===== config.mk =====
export PLATFORM = sky130hd
export DESIGN_NAME = apollo_chip_ctrl
export DESIGN_NICKNAME = d
export VERILOG_FILES = /design/src/rtl/apollo_chip_pkg.sv /design/src/rtl/apollo_phase_timer.sv /design/src/rtl/apollo_chip_ctrl.sv
export SDC_FILE = /design/constraint.sdc
export NUM_CORES = 1
export LEC_CHECK = 0
export CORE_MARGIN = 3
export CORE_UTILIZATION = 44
export CTS_CLUSTER_SIZE = 10
export DETAILED_ROUTE_END_ITERATION = 6
export GPL_TIMING_DRIVEN = 0
export HOLD_SLACK_MARGIN = 0.12
export PLACE_DENSITY = 0.76
export SETUP_SLACK_MARGIN = 0.4
export SLEW_MARGIN = 30
export SYNTH_ARGS = -nofsm -noshare
export SYNTH_HDL_FRONTEND = slang
export SYNTH_SLANG_ARGS = --single-unit

===== constraint.sdc =====
create_clock -name clk_sys_in -period 2.05 [get_ports clk_sys_in]
set_clock_uncertainty 0.2 [all_clocks]
set_input_delay 0.5125 -clock clk_sys_in [delete_from_list [all_inputs] [get_ports clk_sys_in]]
set_output_delay 0.5125 -clock clk_sys_in [all_outputs]
set_load 0.005 [all_outputs]

===== src/rtl/apollo_chip_pkg.sv =====
// Shared types and default widths for the apollo chip command sequencer.
// Latency: n/a (types only). Backpressure: n/a.
// Optional feature macro used by the top: APOLLO_CHIP_DATA_SYNC_EN.
package apollo_chip_pkg;

    localparam int N_ARRAY_DEF    = 2;
    localparam int ADDR_COL_W_DEF = 5;
    localparam int ADDR_ROW_W_DEF = 5;
    localparam int CNT_W_DEF      = 8;

    typedef enum logic [1:0] {
        OP_INFER  = 2'b00,
        OP_RD_REG = 2'b01,
        OP_RD_MEM = 2'b10,
        OP_PROG   = 2'b11
    } chip_op_e;

    typedef enum logic [2:0] {
        ST_IDLE,
        ST_SETUP,
        ST_PULSE,
        ST_HOLD,
        ST_RESP
    } ctrl_state_e;

    typedef struct packed {
        logic cbl;
        logic cblen;
        logic csl;
        logic cwl;
    } strobe_t;

    // Only a prog operation drives the bit line; every op fires the select/word lines.
    function automatic strobe_t pulse_strobes(chip_op_e op, logic wdata);
        strobe_t s;
        s.csl   = 1'b1;
        s.cwl   = 1'b1;
        s.cblen = (op == OP_PROG);
        s.cbl   = (op == OP_PROG) && wdata;
        return s;
    endfunction

endpackage


===== src/rtl/apollo_phase_timer.sv =====
// Loadable phase down-counter; a load value of 0 counts as 1, done marks the last cycle.
// Latency: done asserts in the Nth cycle after a load of N. Backpressure: none.
// Counter width configurable via CntW.
module apollo_phase_timer #(
    parameter int CntW = 8
) (
    input  logic            clk_sys_in,
    input  logic            rst_sys_in,
    input  logic            load,
    input  logic [CntW-1:0] load_val,
    output logic            done
);

    logic [CntW-1:0] cnt;

    always_ff @(posedge clk_sys_in or posedge rst_sys_in) begin
        if (rst_sys_in) begin
            cnt <= '0;
        end else if (load) begin
            cnt <= (load_val == '0) ? CntW'(1) : load_val;
        end else if (cnt != '0) begin
            cnt <= cnt - CntW'(1);
        end
    end

    assign done = (cnt == CntW'(1));

endmodule


===== src/rtl/apollo_chip_ctrl.sv =====
// Command sequencer driving chip pins through setup/pulse/hold and returning lane data on reads.
// Latency: response strobe S+P+H+1 cycles after accept; ready only in IDLE, no response backpressure.
// APOLLO_CHIP_DATA_SYNC_EN adds a two-flop synchroniser on data_i (default: single register stage).
module apollo_chip_ctrl
    import apollo_chip_pkg::*;
#(
    parameter int NArray   = N_ARRAY_DEF,
    parameter int AddrColW = ADDR_COL_W_DEF,
    parameter int AddrRowW = ADDR_ROW_W_DEF,
    parameter int CntW     = CNT_W_DEF
) (
    input  logic                   clk_sys_in,
    input  logic                   rst_sys_in,
    input  logic                   cmd_valid_i,
    output logic                   cmd_ready_o,
    input  logic [1:0]             cmd_op_i,
    input  logic [AddrColW-1:0]    cmd_col_i,
    input  logic [AddrRowW-1:0]    cmd_row_i,
    input  logic                   cmd_wdata_i,
    input  logic [CntW-1:0]        cfg_setup_i,
    input  logic [CntW-1:0]        cfg_pulse_i,
    input  logic [CntW-1:0]        cfg_hold_i,
    output logic                   rsp_valid_o,
    output logic [(2**NArray)-1:0] rsp_data_o,
    output logic                   busy_o,
    output logic                   chip_clk_o,
    output logic                   cbl_o,
    output logic                   cblen_o,
    output logic                   csl_o,
    output logic                   cwl_o,
    output logic [1:0]             instr_o,
    output logic [AddrColW-1:0]    adr_col_o,
    output logic [AddrRowW-1:0]    adr_row_o,
    input  logic [(2**NArray)-1:0] data_i
);

    localparam int NLanes = 2**NArray;

    ctrl_state_e       state;
    chip_op_e          op_q;
    logic              wdata_q;
    logic [CntW-1:0]   pulse_len_q;
    logic [CntW-1:0]   hold_len_q;
    strobe_t           strb_q;
    logic [NLanes-1:0] lane_q;
    logic              accept;
    logic              tmr_load;
    logic [CntW-1:0]   tmr_val;
    logic              tmr_done;

    assign accept     = cmd_valid_i && cmd_ready_o;
    assign chip_clk_o = clk_sys_in;
    assign cbl_o      = strb_q.cbl;
    assign cblen_o    = strb_q.cblen;
    assign csl_o      = strb_q.csl;
    assign cwl_o      = strb_q.cwl;

    // One timer serves all phases: reload with the next phase length as each one ends.
    always_comb begin
        tmr_load = 1'b0;
        tmr_val  = cfg_setup_i;
        case (state)
            ST_IDLE: begin
                tmr_load = accept;
                tmr_val  = cfg_setup_i;
            end
            ST_SETUP: begin
                tmr_load = tmr_done;
                tmr_val  = pulse_len_q;
            end
            ST_PULSE: begin
                tmr_load = tmr_done;
                tmr_val  = hold_len_q;
            end
            default: ;
        endcase
    end

    apollo_phase_timer #(.CntW(CntW)) u_timer (
        .clk_sys_in (clk_sys_in),
        .rst_sys_in (rst_sys_in),
        .load       (tmr_load),
        .load_val   (tmr_val),
        .done       (tmr_done)
    );

`ifdef APOLLO_CHIP_DATA_SYNC_EN
    logic [NLanes-1:0] lane_meta;

    always_ff @(posedge clk_sys_in or posedge rst_sys_in) begin
        if (rst_sys_in) begin
            lane_meta <= '0;
            lane_q    <= '0;
        end else begin
            lane_meta <= data_i;
            lane_q    <= lane_meta;
        end
    end
`else
    always_ff @(posedge clk_sys_in or posedge rst_sys_in) begin
        if (rst_sys_in) begin
            lane_q <= '0;
        end else begin
            lane_q <= data_i;
        end
    end
`endif

    always_ff @(posedge clk_sys_in or posedge rst_sys_in) begin
        if (rst_sys_in) begin
            state       <= ST_IDLE;
            cmd_ready_o <= 1'b0;
            busy_o      <= 1'b0;
            rsp_valid_o <= 1'b0;
            rsp_data_o  <= '0;
            strb_q      <= '0;
            instr_o     <= 2'b00;
            adr_col_o   <= '0;
            adr_row_o   <= '0;
            op_q        <= OP_INFER;
            wdata_q     <= 1'b0;
            pulse_len_q <= '0;
            hold_len_q  <= '0;
        end else begin
            rsp_valid_o <= 1'b0;
            case (state)
                ST_IDLE: begin
                    cmd_ready_o <= 1'b1;
                    if (accept) begin
                        state       <= ST_SETUP;
                        cmd_ready_o <= 1'b0;
                        busy_o      <= 1'b1;
                        op_q        <= chip_op_e'(cmd_op_i);
                        wdata_q     <= cmd_wdata_i;
                        pulse_len_q <= cfg_pulse_i;
                        hold_len_q  <= cfg_hold_i;
                        instr_o     <= cmd_op_i;
                        adr_col_o   <= cmd_col_i;
                        adr_row_o   <= cmd_row_i;
                    end
                end
                ST_SETUP: begin
                    if (tmr_done) begin
                        state  <= ST_PULSE;
                        strb_q <= pulse_strobes(op_q, wdata_q);
                    end
                end
                ST_PULSE: begin
                    if (tmr_done) begin
                        state  <= ST_HOLD;
                        strb_q <= '0;
                    end
                end
                ST_HOLD: begin
                    if (tmr_done) begin
                        if (op_q == OP_PROG) begin
                            state       <= ST_IDLE;
                            busy_o      <= 1'b0;
                            cmd_ready_o <= 1'b1;
                        end else begin
                            state       <= ST_RESP;
                            rsp_valid_o <= 1'b1;
                            rsp_data_o  <= lane_q;
                        end
                    end
                end
                ST_RESP: begin
                    state       <= ST_IDLE;
                    busy_o      <= 1'b0;
                    cmd_ready_o <= 1'b1;
                end
                default: begin
                    state <= ST_IDLE;
                end
            endcase
        end
    end

endmodule

=== After elaboration in Yosys (flattened, before gate mapping) ===
Cells that the tools add are included.

* Word-level logic and storage cells: 70
* Input bits: 44
* Register bits after elaboration: 55

* Mux-type cells: 25
* Reductions and logical operators: 15
* $add $sub $neg: 1
* Eq/ne operators: 11
* Bitwise gates (word level): 1

{| class="wikitable"
|+ Operators by type and width
! cell !! count
|-
| $mux W8 || 3
|-
| $pmux W8 S2 || 1
|-
| $mux W3 || 5
|-
| $pmux W3 S4 || 1
|-
| $ne A2 B2 Y1 const B || 5
|-
| $mux W1 || 9
|-
| $reduce_and A3 Y1 || 3
|-
| $eq A8 B1 Y1 const B || 1
|-
| $logic_not A8 Y1 || 1
|-
| $mux W4 || 2
|-
| $pmux W4 S2 || 1
|-
| $reduce_and A4 Y1 || 2
|-
| $reduce_bool A8 Y1 || 1
|-
| $sub A8 B1 Y8 const B || 1
|-
| $eq A3 B2 Y1 const B || 2
|-
| $pmux W1 S3 || 2
|-
| $reduce_bool A2 Y1 || 2
|-
| $eq A3 B1 Y1 const B || 1
|-
| $eq A3 B3 Y1 const B || 1
|-
| $logic_not A3 Y1 || 1
|-
| $reduce_bool A3 Y1 || 1
|-
| $eq A2 B2 Y1 const B || 1
|-
| $logic_and A1 B1 Y1 || 2
|-
| $pmux W1 S2 || 1
|-
| 3 further kinds || 3
|}

=== Depth between registers and ports, before layout ===
Gate-level depths: netlist (run 1).

* Word-level depth: 5
* Gate-level depth with buffers: 9
* Mapped depth without buffers: 7

=== Hierarchy ===
A second synthesis (run 1) with hierarchy kept.

* Cell total of the unflattened synthesis: 225
* Area, all modules: 2676.3 um^2

{| class="wikitable"
|+ By module, submodules not included
! module !! area an instance (um^2) !! cells an instance !! instances
|-
| apollo_chip_ctrl || 2118.3 || 163 || 1
|-
| apollo_phase_timer || 558.0 || 62 || 1
|}

==> report_table.html, run 1 <==
<table>
<tr><th>Metric</th><th>Value</th></tr>
<tr><th colspan="2">Finish</th></tr>
<tr><td>Final net count</td><td>410</td></tr>
<tr><td>Top library cells by usage in the layout, fill and taps aside</td><td>50 x sky130_fd_sc_hd__dfrtp_1, 42 x sky130_fd_sc_hd__clkdlybuf4s50_1, 34 x sky130_fd_sc_hd__mux2_4</td></tr>
<tr><td>Area growth from synthesis to layout</td><td>70.8%</td></tr>
<tr><td>Most common cell after layout, fill and taps aside</td><td>sky130_fd_sc_hd__dfrtp_1</td></tr>
<tr><td>Final-layout fill cell count</td><td>328</td></tr>
<tr><td>Non-Filler Instances</td><td>436</td></tr>
<tr><td>Share of post-route cells with drive strength above 1</td><td>51.1%</td></tr>
<tr><td>Diodes inserted</td><td>0</td></tr>
<tr><th colspan="2">Place</th></tr>
<tr><td>Half-perimeter wire length after detailed placement</td><td>4290 um</td></tr>
<tr><td>Placer congestion estimate</td><td>0.797</td></tr>
<tr><td>Count of input and output buffers</td><td>67</td></tr>
<tr><td>Placed Cells incl. Taps</td><td>369</td></tr>
<tr><th colspan="2">Routing</th></tr>
<tr><td>Length of the first detailed-routing pass in iterations</td><td>4</td></tr>
<tr><td>Routed wire length per instance</td><td>19.8 um</td></tr>
<tr><td>Total vias in the final route</td><td>2,433</td></tr>
<tr><td>Routed via count divided by cell count</td><td>5.58</td></tr>
<tr><td>DRC violations left</td><td>0</td></tr>
<tr><td>Initial detailed-routing violation count</td><td>222</td></tr>
<tr><td>Routed WL</td><td>8650 um</td></tr>
<tr><td>Number of antenna-violating nets in the routed design</td><td>0</td></tr>
<tr><th colspan="2">Floorplanning</th></tr>
<tr><td>Boundary Pins</td><td>68</td></tr>
<tr><td>Floorplan die height</td><td>82.9 um</td></tr>
<tr><td>Die extent in x</td><td>82.9 um</td></tr>
<tr><td>Cell row count</td><td>27</td></tr>
<tr><td>Die area</td><td>0.00687 mm^2</td></tr>
<tr><td>Starting density of the core</td><td>46.4%</td></tr>
<tr><td>Total core area</td><td>0.00561 mm^2</td></tr>
<tr><th colspan="2">Job</th></tr>
<tr><td>Number of maximum-capacitance constraint violations</td><td>0</td></tr>
<tr><th colspan="2">Timing</th></tr>
<tr><td>RSZ-0062 raised after global routing</td><td>yes</td></tr>
<tr><td>Final Hold Vio Count</td><td>0</td></tr>
<tr><td>Total Neg Setup Slack</td><td>-237 ps</td></tr>
<tr><td>Shortest period the worst path allows</td><td>2140 ps</td></tr>
<tr><td>Relative slew margins</td><td>60.6%</td></tr>
<tr><td>Highest Clock Rate</td><td>0.471 GHz</td></tr>
<tr><td>Pin slew with the least headroom to its limit</td><td>590 ps</td></tr>
<tr><td>Fin. max-slew vios</td><td>0</td></tr>
<tr><td>Final critical-path share of the clock period</td><td>105%</td></tr>
<tr><td>Endpoints failing setup</td><td>3</td></tr>
<tr><td>Least setup slack across all paths after layout</td><td>-92.7 ps</td></tr>
<tr><th colspan="2">Pwr</th></tr>
<tr><td>Clock group share of total power</td><td>16.6%</td></tr>
<tr><td>Worst ir drop on vdd</td><td>0.829 mV</td></tr>
<tr><td>Net Switching</td><td>2.24 mW</td></tr>
<tr><td>Total power density per cell area</td><td>1390 mW/mm^2</td></tr>
<tr><td>Combinational power share</td><td>53.2%</td></tr>
<tr><td>Switch share</td><td>36.2%</td></tr>
<tr><td>Internal Pwr Total</td><td>3.95 mW</td></tr>
<tr><td>Leakage power figure</td><td>2.02 nW</td></tr>
<tr><td>Sequential power share</td><td>30.2%</td></tr>
<tr><th colspan="2">Synthesis</th></tr>
<tr><td>Syn nets</td><td>276</td></tr>
<tr><td>Number of synthesized register bits</td><td>54</td></tr>
<tr><td>Average footprint of a synthesized cell</td><td>11.4 um^2</td></tr>
<tr><td>Yosys cell types</td><td>40</td></tr>
<tr><td>Fraction of registers with async set or reset after synthesis</td><td>100%</td></tr>
<tr><td>Count of flip-flops with a built-in enable after synthesis</td><td>0</td></tr>
<tr><td>Post-synthesis cell area</td><td>0.00260 mm^2</td></tr>
<tr><td>Post-synthesis cell count</td><td>229</td></tr>
<tr><td>Sequential-to-total area share from yosys stat</td><td>51.9%</td></tr>
<tr><td>Primary flip-flop cell chosen by synthesis mapping</td><td>sky130_fd_sc_hd__dfrtp_1</td></tr>
<tr><td>Yosys warns</td><td>0</td></tr>
<tr><th colspan="2">Worst setup path</th></tr>
<tr><td>Classification of the worst setup path</td><td>clk -&gt; out</td></tr>
<tr><td>Required time of the critical path</td><td>1340 ps</td></tr>
<tr><td>Max Fanout on Critical Path</td><td>2</td></tr>
<tr><td>Worst Path Arrival</td><td>1430 ps</td></tr>
<tr><td>Setup crit start kind</td><td>clock port</td></tr>
<tr><td>Nature of the critical path endpoint</td><td>primary output</td></tr>
<tr><th colspan="2">CTS</th></tr>
<tr><td>CTS clock-pin slew for the worst setup and hold paths</td><td>100 ps</td></tr>
<tr><td>Later-pin clock latency in the skew report</td><td>420 ps</td></tr>
<tr><td>Hold-fix buffers, CTS</td><td>0</td></tr>
<tr><td>CTS tree</td><td>yes</td></tr>
<tr><th colspan="2">Outcome</th></tr>
<tr><td>Result of the run</td><td>finished, violations left</td></tr>
<tr><td>Failing checks</td><td>negative setup slack</td></tr>
<tr><th colspan="2">Worst hold path</th></tr>
<tr><td>Worst hold-check path type</td><td>in -&gt; async</td></tr>
<tr><th colspan="2">Global routing</th></tr>
<tr><td>Vias in the first global route</td><td>2,524</td></tr>
<tr><td>Initial antenna violation count</td><td>0</td></tr>
<tr><td>Grt ovf</td><td>0</td></tr>
<tr><td>First-pass GRT wire length</td><td>12,600 um</td></tr>
<tr><td>Largest net degree at the start of global routing</td><td>30</td></tr>
<tr><td>Total global routing track utilization</td><td>22.8%</td></tr>
</table>
## cells in the mapped netlist, types with 2 or more instances
cell / n / area share [%]
sky130_fd_sc_hd__nand4_1: 4 / 0.96
sky130_fd_sc_hd__xor2_1: 5 / 1.7
sky130_fd_sc_hd__o22a_1: 2 / 0.67
sky130_fd_sc_hd__ha_1: 3 / 1.4
sky130_fd_sc_hd__clkbuf_1: 4 / 0.58
sky130_fd_sc_hd__nand3_1: 10 / 1.9
sky130_fd_sc_hd__o311ai_0: 5 / 1.7
sky130_fd_sc_hd__o21bai_1: 5 / 1.4
sky130_fd_sc_hd__buf_4: 2 / 0.58
sky130_fd_sc_hd__o221ai_1: 3 / 1.0
sky130_fd_sc_hd__mux2_2: 34 / 15
sky130_fd_sc_hd__o21ai_0: 14 / 2.7
sky130_fd_sc_hd__buf_2: 7 / 1.3
sky130_fd_sc_hd__nor2b_1: 9 / 2.2
sky130_fd_sc_hd__buf_1: 3 / 0.43
sky130_fd_sc_hd__nor3_1: 12 / 2.3
sky130_fd_sc_hd__a311oi_1: 2 / 0.67
sky130_fd_sc_hd__xnor2_1: 4 / 1.3
sky130_fd_sc_hd__a21oi_1: 2 / 0.38
sky130_fd_sc_hd__nor2_1: 12 / 1.7
sky130_fd_sc_hd__inv_1: 4 / 0.58
sky130_fd_sc_hd__dfrtp_1: 54 / 52
sky130_fd_sc_hd__nand2_1: 12 / 1.7
## power groups by stage
| stage | clock network [mW] | logic, mW | registers, mW |
|---|---|---|---|
| finish | 1.03 | 3.29 | 1.87 |
| global route | 1.09 | 3.51 | 1.91 |
| CTS | 0.990 | 2.71 | 1.83 |
| detailed placement | 0.0804 | 2.11 | 1.85 |
| global placement | 0.0804 | 2.06 | 1.82 |
| floorplan | 0.0440 | 1.36 | 1.79 |
## sequential cells by signal, summed over array words and instances (netlist names)
register	flops
hold_len_q	8
pulse_len_q	8
adr_row_o	5
op_q	2
cmd_ready_o	1
rsp_valid_o	1
lane_q	4
cbl_o	1
wdata_q	1
state	3
adr_col_o	5
u_timer.cnt	8
cblen_o	1
busy_o	1
rsp_data_o	4
csl_o	1
## per-layer routing
| metal | wire length, um | GRT usage (%) | up-vias |
|---|---|---|---|
| li1 | - | - | 1089 |
| met1 | 3370 | 27.7 | 1205 |
| met2 | 4530 | 38.4 | 108 |
| met3 | 441 | 6.25 | 31 |
| met4 | 309 | 8.77 | 0 |
| met5 | 0 | 0 | - |
## final cells by class
type                            instances  area (um^2)  share of cell area, %
Buffer                                 16          159                   3.58
Clock inverter                          3         43.8                  0.985
Sequential cell                        54         1360                   30.5
Timing Repair Buffer                  123         1140                   25.7
Clock buffer                            9          124                   2.79
Multi-Input combinational cell        155         1510                   34.0
Inverter                                4         18.8                  0.422
Tap cell                               72         90.1                   2.03
## metrics by stage
| stage | cell area (um^2) | setup slack, ps | hold slack [ps] | utilization, % | power, mW |
|---|---|---|---|---|---|
| 2_1_floorplan | 2660 | 179 | 255 | - | 3.20 |
| 3_3_place_gp | 3420 | -385 | 255 | 61.0 | 3.96 |
| 3_5_place_dp | 3440 | -403 | 260 | 61.4 | 4.04 |
| 4_1_cts | 4130 | -124 | 278 | 73.6 | 5.53 |
| 5_1_grt | 4440 | -140 | 310 | 79.3 | 6.51 |
| 6_report | 4440 | -92.7 | 292 | 79.3 | 6.19 |
## logic make-up after synthesis
logic type	after synthesis	share of synthesized area [%]
and+or+nand+nor	69	14.9
DFF	54	51.9
AOI/OAI and AO/OA	40	10.5
muxes	34	14.7
buffers and inverters	20	3.51
xor gates and xnor gates	9	3.03
adders and majority gates	3	1.44
## critical path: stages
cell	delay, ps
sky130_fd_sc_hd__buf_8	100
sky130_fd_sc_hd__buf_8	110
sky130_fd_sc_hd__buf_6	100
sky130_fd_sc_hd__buf_6	100
## path summary, 6_finish.rpt
path                           startpoint             end  slack, ps  cells after the start
max in group asynchronous      rst_sys_in  u_timer.cnt[5]        810                      3
max reg2reg                u_timer.cnt[5]        state[0]        -70                      7
min in group clk_sys_in         lane_q[2]   rsp_data_o[2]        290                      1
max                            clk_sys_in      chip_clk_o        -90                      4
min reg2reg                     lane_q[2]   rsp_data_o[2]        290                      1
min                            rst_sys_in  pulse_len_q[7]        290                      2
## what timing repair did
| item | in CTS | in global routing |
|---|---|---|
| setup endpoints to repair | 72 | 73 |
| setup buffers | 27 | 25 |
| pin swaps | 13 | 13 |
| gates cloned | 4 | 0 |
| resized for setup | 197 | 33 |
No activity file was read; power rests on OpenSTA's default activity.
==> run 2, diff against run 1 <==
Settings changed: CORE_UTILIZATION 44 to 52, PLACE_DENSITY 0.76 to 0.85.
Clock period 2.05 ns to 2.65 ns, I/O delays scaled along.
==> run 2 against run 1 <==
Effect of this change:
- clock power shrank 23%
- critical path type unchanged
- the flow now finishes without violations
- global-route usage shrank 1.1 points
- non-clock buffer count shrank 54
- utilization shrank 4.2 points
==> report_table.html, run 2 (synthesized netlist as in run 1, its figures left out) <==
<table>
<tr><th>Metric</th><th>Value</th></tr>
<tr><th colspan="2">Routing</th></tr>
<tr><td>Metal2 WL</td><td>3130 um</td></tr>
<tr><td>Number of antenna-violating nets in the routed design</td><td>0</td></tr>
<tr><td>Initial detailed-routing violation count</td><td>129</td></tr>
<tr><td>Routed wire length per instance</td><td>16.2 um</td></tr>
<tr><td>Highest signal layer in the routed design</td><td>met4</td></tr>
<tr><td>Routed WL</td><td>6120 um</td></tr>
<tr><td>Routed via count divided by cell count</td><td>5.52</td></tr>
<tr><td>DRC violations left</td><td>0</td></tr>
<tr><td>Wire length on met3</td><td>334 um</td></tr>
<tr><td>Metal1 wirelength</td><td>2520 um</td></tr>
<tr><td>Total vias in the final route</td><td>2,081</td></tr>
<tr><td>Length of the first detailed-routing pass in iterations</td><td>4</td></tr>
<tr><th colspan="2">Global routing</th></tr>
<tr><td>Initial antenna violation count</td><td>0</td></tr>
<tr><td>Vias in the first global route</td><td>2,151</td></tr>
<tr><td>Grt ovf</td><td>0</td></tr>
<tr><td>First-pass GRT wire length</td><td>10,100 um</td></tr>
<tr><td>Largest net degree at the start of global routing</td><td>29</td></tr>
<tr><td>Total global routing track utilization</td><td>21.6%</td></tr>
<tr><th colspan="2">Worst setup path</th></tr>
<tr><td>Setup crit start kind</td><td>clock port</td></tr>
<tr><td>Category of cells accounting for the largest share of critical-path delay</td><td>buffers and inverters</td></tr>
<tr><td>Cell with the largest stage delay on the worst path</td><td>sky130_fd_sc_hd__buf_8</td></tr>
<tr><td>List of cells traversed by the critical path</td><td>buf_8 -&gt; buf_8 -&gt; buf_6 -&gt; buf_6</td></tr>
<tr><td>Max Fanout on Critical Path</td><td>2</td></tr>
<tr><td>Worst path buffer plus inverter count</td><td>4</td></tr>
<tr><td>Worst Path Arrival</td><td>1730 ps</td></tr>
<tr><td>Max incr delay on CP</td><td>100 ps</td></tr>
<tr><td>Classification of the worst setup path</td><td>clk -&gt; out</td></tr>
<tr><td>Nature of the critical path endpoint</td><td>primary output</td></tr>
<tr><td>Required time of the critical path</td><td>1790 ps</td></tr>
<tr><td>Setup slack of the most critical reg-to-reg path</td><td>550 ps</td></tr>
<tr><th colspan="2">CTS</th></tr>
<tr><td>CTS tree</td><td>yes</td></tr>
<tr><td>Later-pin clock latency in the skew report</td><td>420 ps</td></tr>
<tr><td>Hold-fix buffers, CTS</td><td>0</td></tr>
<tr><td>CTS clock-pin slew for the worst setup and hold paths</td><td>110 ps</td></tr>
<tr><th colspan="2">Finish</th></tr>
<tr><td>Final net count</td><td>356</td></tr>
<tr><td>Utilization after layout</td><td>75.1%</td></tr>
<tr><td>Area growth from synthesis to layout</td><td>38.0%</td></tr>
<tr><td>Most common cell after layout, fill and taps aside</td><td>sky130_fd_sc_hd__clkdlybuf4s50_1</td></tr>
<tr><td>Share of post-route cells with drive strength above 1</td><td>22.9%</td></tr>
<tr><td>Top library cells by usage in the layout, fill and taps aside</td><td>63 x sky130_fd_sc_hd__clkdlybuf4s50_1, 54 x sky130_fd_sc_hd__dfrtp_1, 34 x sky130_fd_sc_hd__mux2_2</td></tr>
<tr><td>Diodes inserted</td><td>0</td></tr>
<tr><td>Largest registers in the final layout</td><td>hold_len_q: 8 flops, pulse_len_q: 8 flops, u_timer.cnt: 8 flops</td></tr>
<tr><th colspan="2">Floorplanning</th></tr>
<tr><td>Floorplan die height</td><td>76.7 um</td></tr>
<tr><td>Die area</td><td>0.00589 mm^2</td></tr>
<tr><td>Boundary Pins</td><td>68</td></tr>
<tr><td>Total core area</td><td>0.00479 mm^2</td></tr>
<tr><td>Cell row count</td><td>25</td></tr>
<tr><td>Starting density of the core</td><td>54.4%</td></tr>
<tr><td>Die extent in x</td><td>76.7 um</td></tr>
<tr><th colspan="2">Place</th></tr>
<tr><td>Half-perimeter wire length after detailed placement</td><td>4390 um</td></tr>
<tr><td>Count of input and output buffers</td><td>67</td></tr>
<tr><td>Placer congestion estimate</td><td>0.851</td></tr>
<tr><th colspan="2">Timing</th></tr>
<tr><td>Pin slew with the least headroom to its limit</td><td>766 ps</td></tr>
<tr><td>Relative slew margins</td><td>48.3%</td></tr>
<tr><td>Endpoints failing setup</td><td>0</td></tr>
<tr><td>Fin. max-slew vios</td><td>0</td></tr>
<tr><td>Final Hold Vio Count</td><td>0</td></tr>
<tr><td>RSZ-0062 raised after global routing</td><td>yes</td></tr>
<tr><th colspan="2">Pwr</th></tr>
<tr><td>Overall power consumption</td><td>3.84 mW</td></tr>
<tr><td>Leakage power figure</td><td>1.54 nW</td></tr>
<tr><td>Worst ir drop on vdd</td><td>0.713 mV</td></tr>
<tr><td>Total power density per cell area</td><td>1070 mW/mm^2</td></tr>
<tr><th colspan="2">Job</th></tr>
<tr><td>Number of maximum-capacitance constraint violations</td><td>0</td></tr>
<tr><th colspan="2">Outcome</th></tr>
<tr><td>Result of the run</td><td>completed</td></tr>
<tr><th colspan="2">Worst hold path</th></tr>
<tr><td>Worst hold-check path type</td><td>reg -&gt; reg</td></tr>
</table>
==> run 2: cell count changes in the layout (fill, tap and decap cells not counted), moves of 8 or more <==
cell / previous run / this run
sky130_fd_sc_hd__nand3_1: 2 / 10
sky130_fd_sc_hd__mux2_4: 34 / 0
sky130_fd_sc_hd__buf_4: 33 / 3
sky130_fd_sc_hd__buf_2: 23 / 6
sky130_fd_sc_hd__clkdlybuf4s50_1: 42 / 63
sky130_fd_sc_hd__mux2_2: 0 / 34
sky130_fd_sc_hd__buf_6: 25 / 2
==> run 2: layer usage <==
metal	vias up	track usage, %
met5	-	0
met4	0	10.1
met3	15	6.69
met2	71	35.3
met1	1010	26.1
li1	985	-
==> run 2: path summary, 6_finish.rpt <==
kind | cells after the start | endpoint | startpoint
max | 4 | chip_clk_o | clk_sys_in
max reg2reg | 4 | hold_len_q[2] | state[2]
min | 1 | rsp_data_o[0] | lane_q[0]
min in group asynchronous | 2 | lane_q[2] | rst_sys_in
max in group asynchronous | 3 | adr_row_o[3] | rst_sys_in
min reg2reg | 1 | rsp_data_o[0] | lane_q[0]
==> run 2: repair_timing <==
| item | CTS | global route |
|---|---|---|
| pin swaps | 1 | 0 |
| endpoints found under the hold margin | 0 | 0 |
| setup buffers | 2 | 0 |
| endpoints found under the setup margin | 37 | 15 |
| resized for setup | 8 | 11 |
==> run 2: cell type report <==
cell class / count / area (um^2)
clock inverter: 3 / 48.8
sequential: 54 / 1350
clock buffer: 9 / 124
timing repair buffer: 69 / 699
inverter: 4 / 17.5
buffer: 16 / 86.3
tap: 67 / 83.8
fill: 318 / 1190
multi-input combinational: 155 / 1180
==> run 2: metrics by stage <==
stage / hold slack [ps] / cells / setup slack (ps) / instance area, um^2 / TNS (ps)
floorplan: 255 / 229 / 372 / 2610 / 0
global placement: 257 / 363 / -484 / 3360 / -26080
detailed placement: 271 / 364 / -49.2 / 3380 / -358
CTS: 295 / 377 / 21.9 / 3570 / 0
global route: 304 / 377 / 50.6 / 3590 / 0
finish: 295 / 377 / 60.4 / 3590 / 0
==> run 2: where the power goes <==
group | total (mW) | internal (mW) | switching (mW) | leakage [nW]
logic | 1.64 | 0.904 | 0.738 | 0.783
clock network | 0.788 | 0.455 | 0.333 | 0.0904
registers | 1.41 | 1.17 | 0.241 | 0.662
total | 3.84 | 2.53 | 1.31 | 1.54
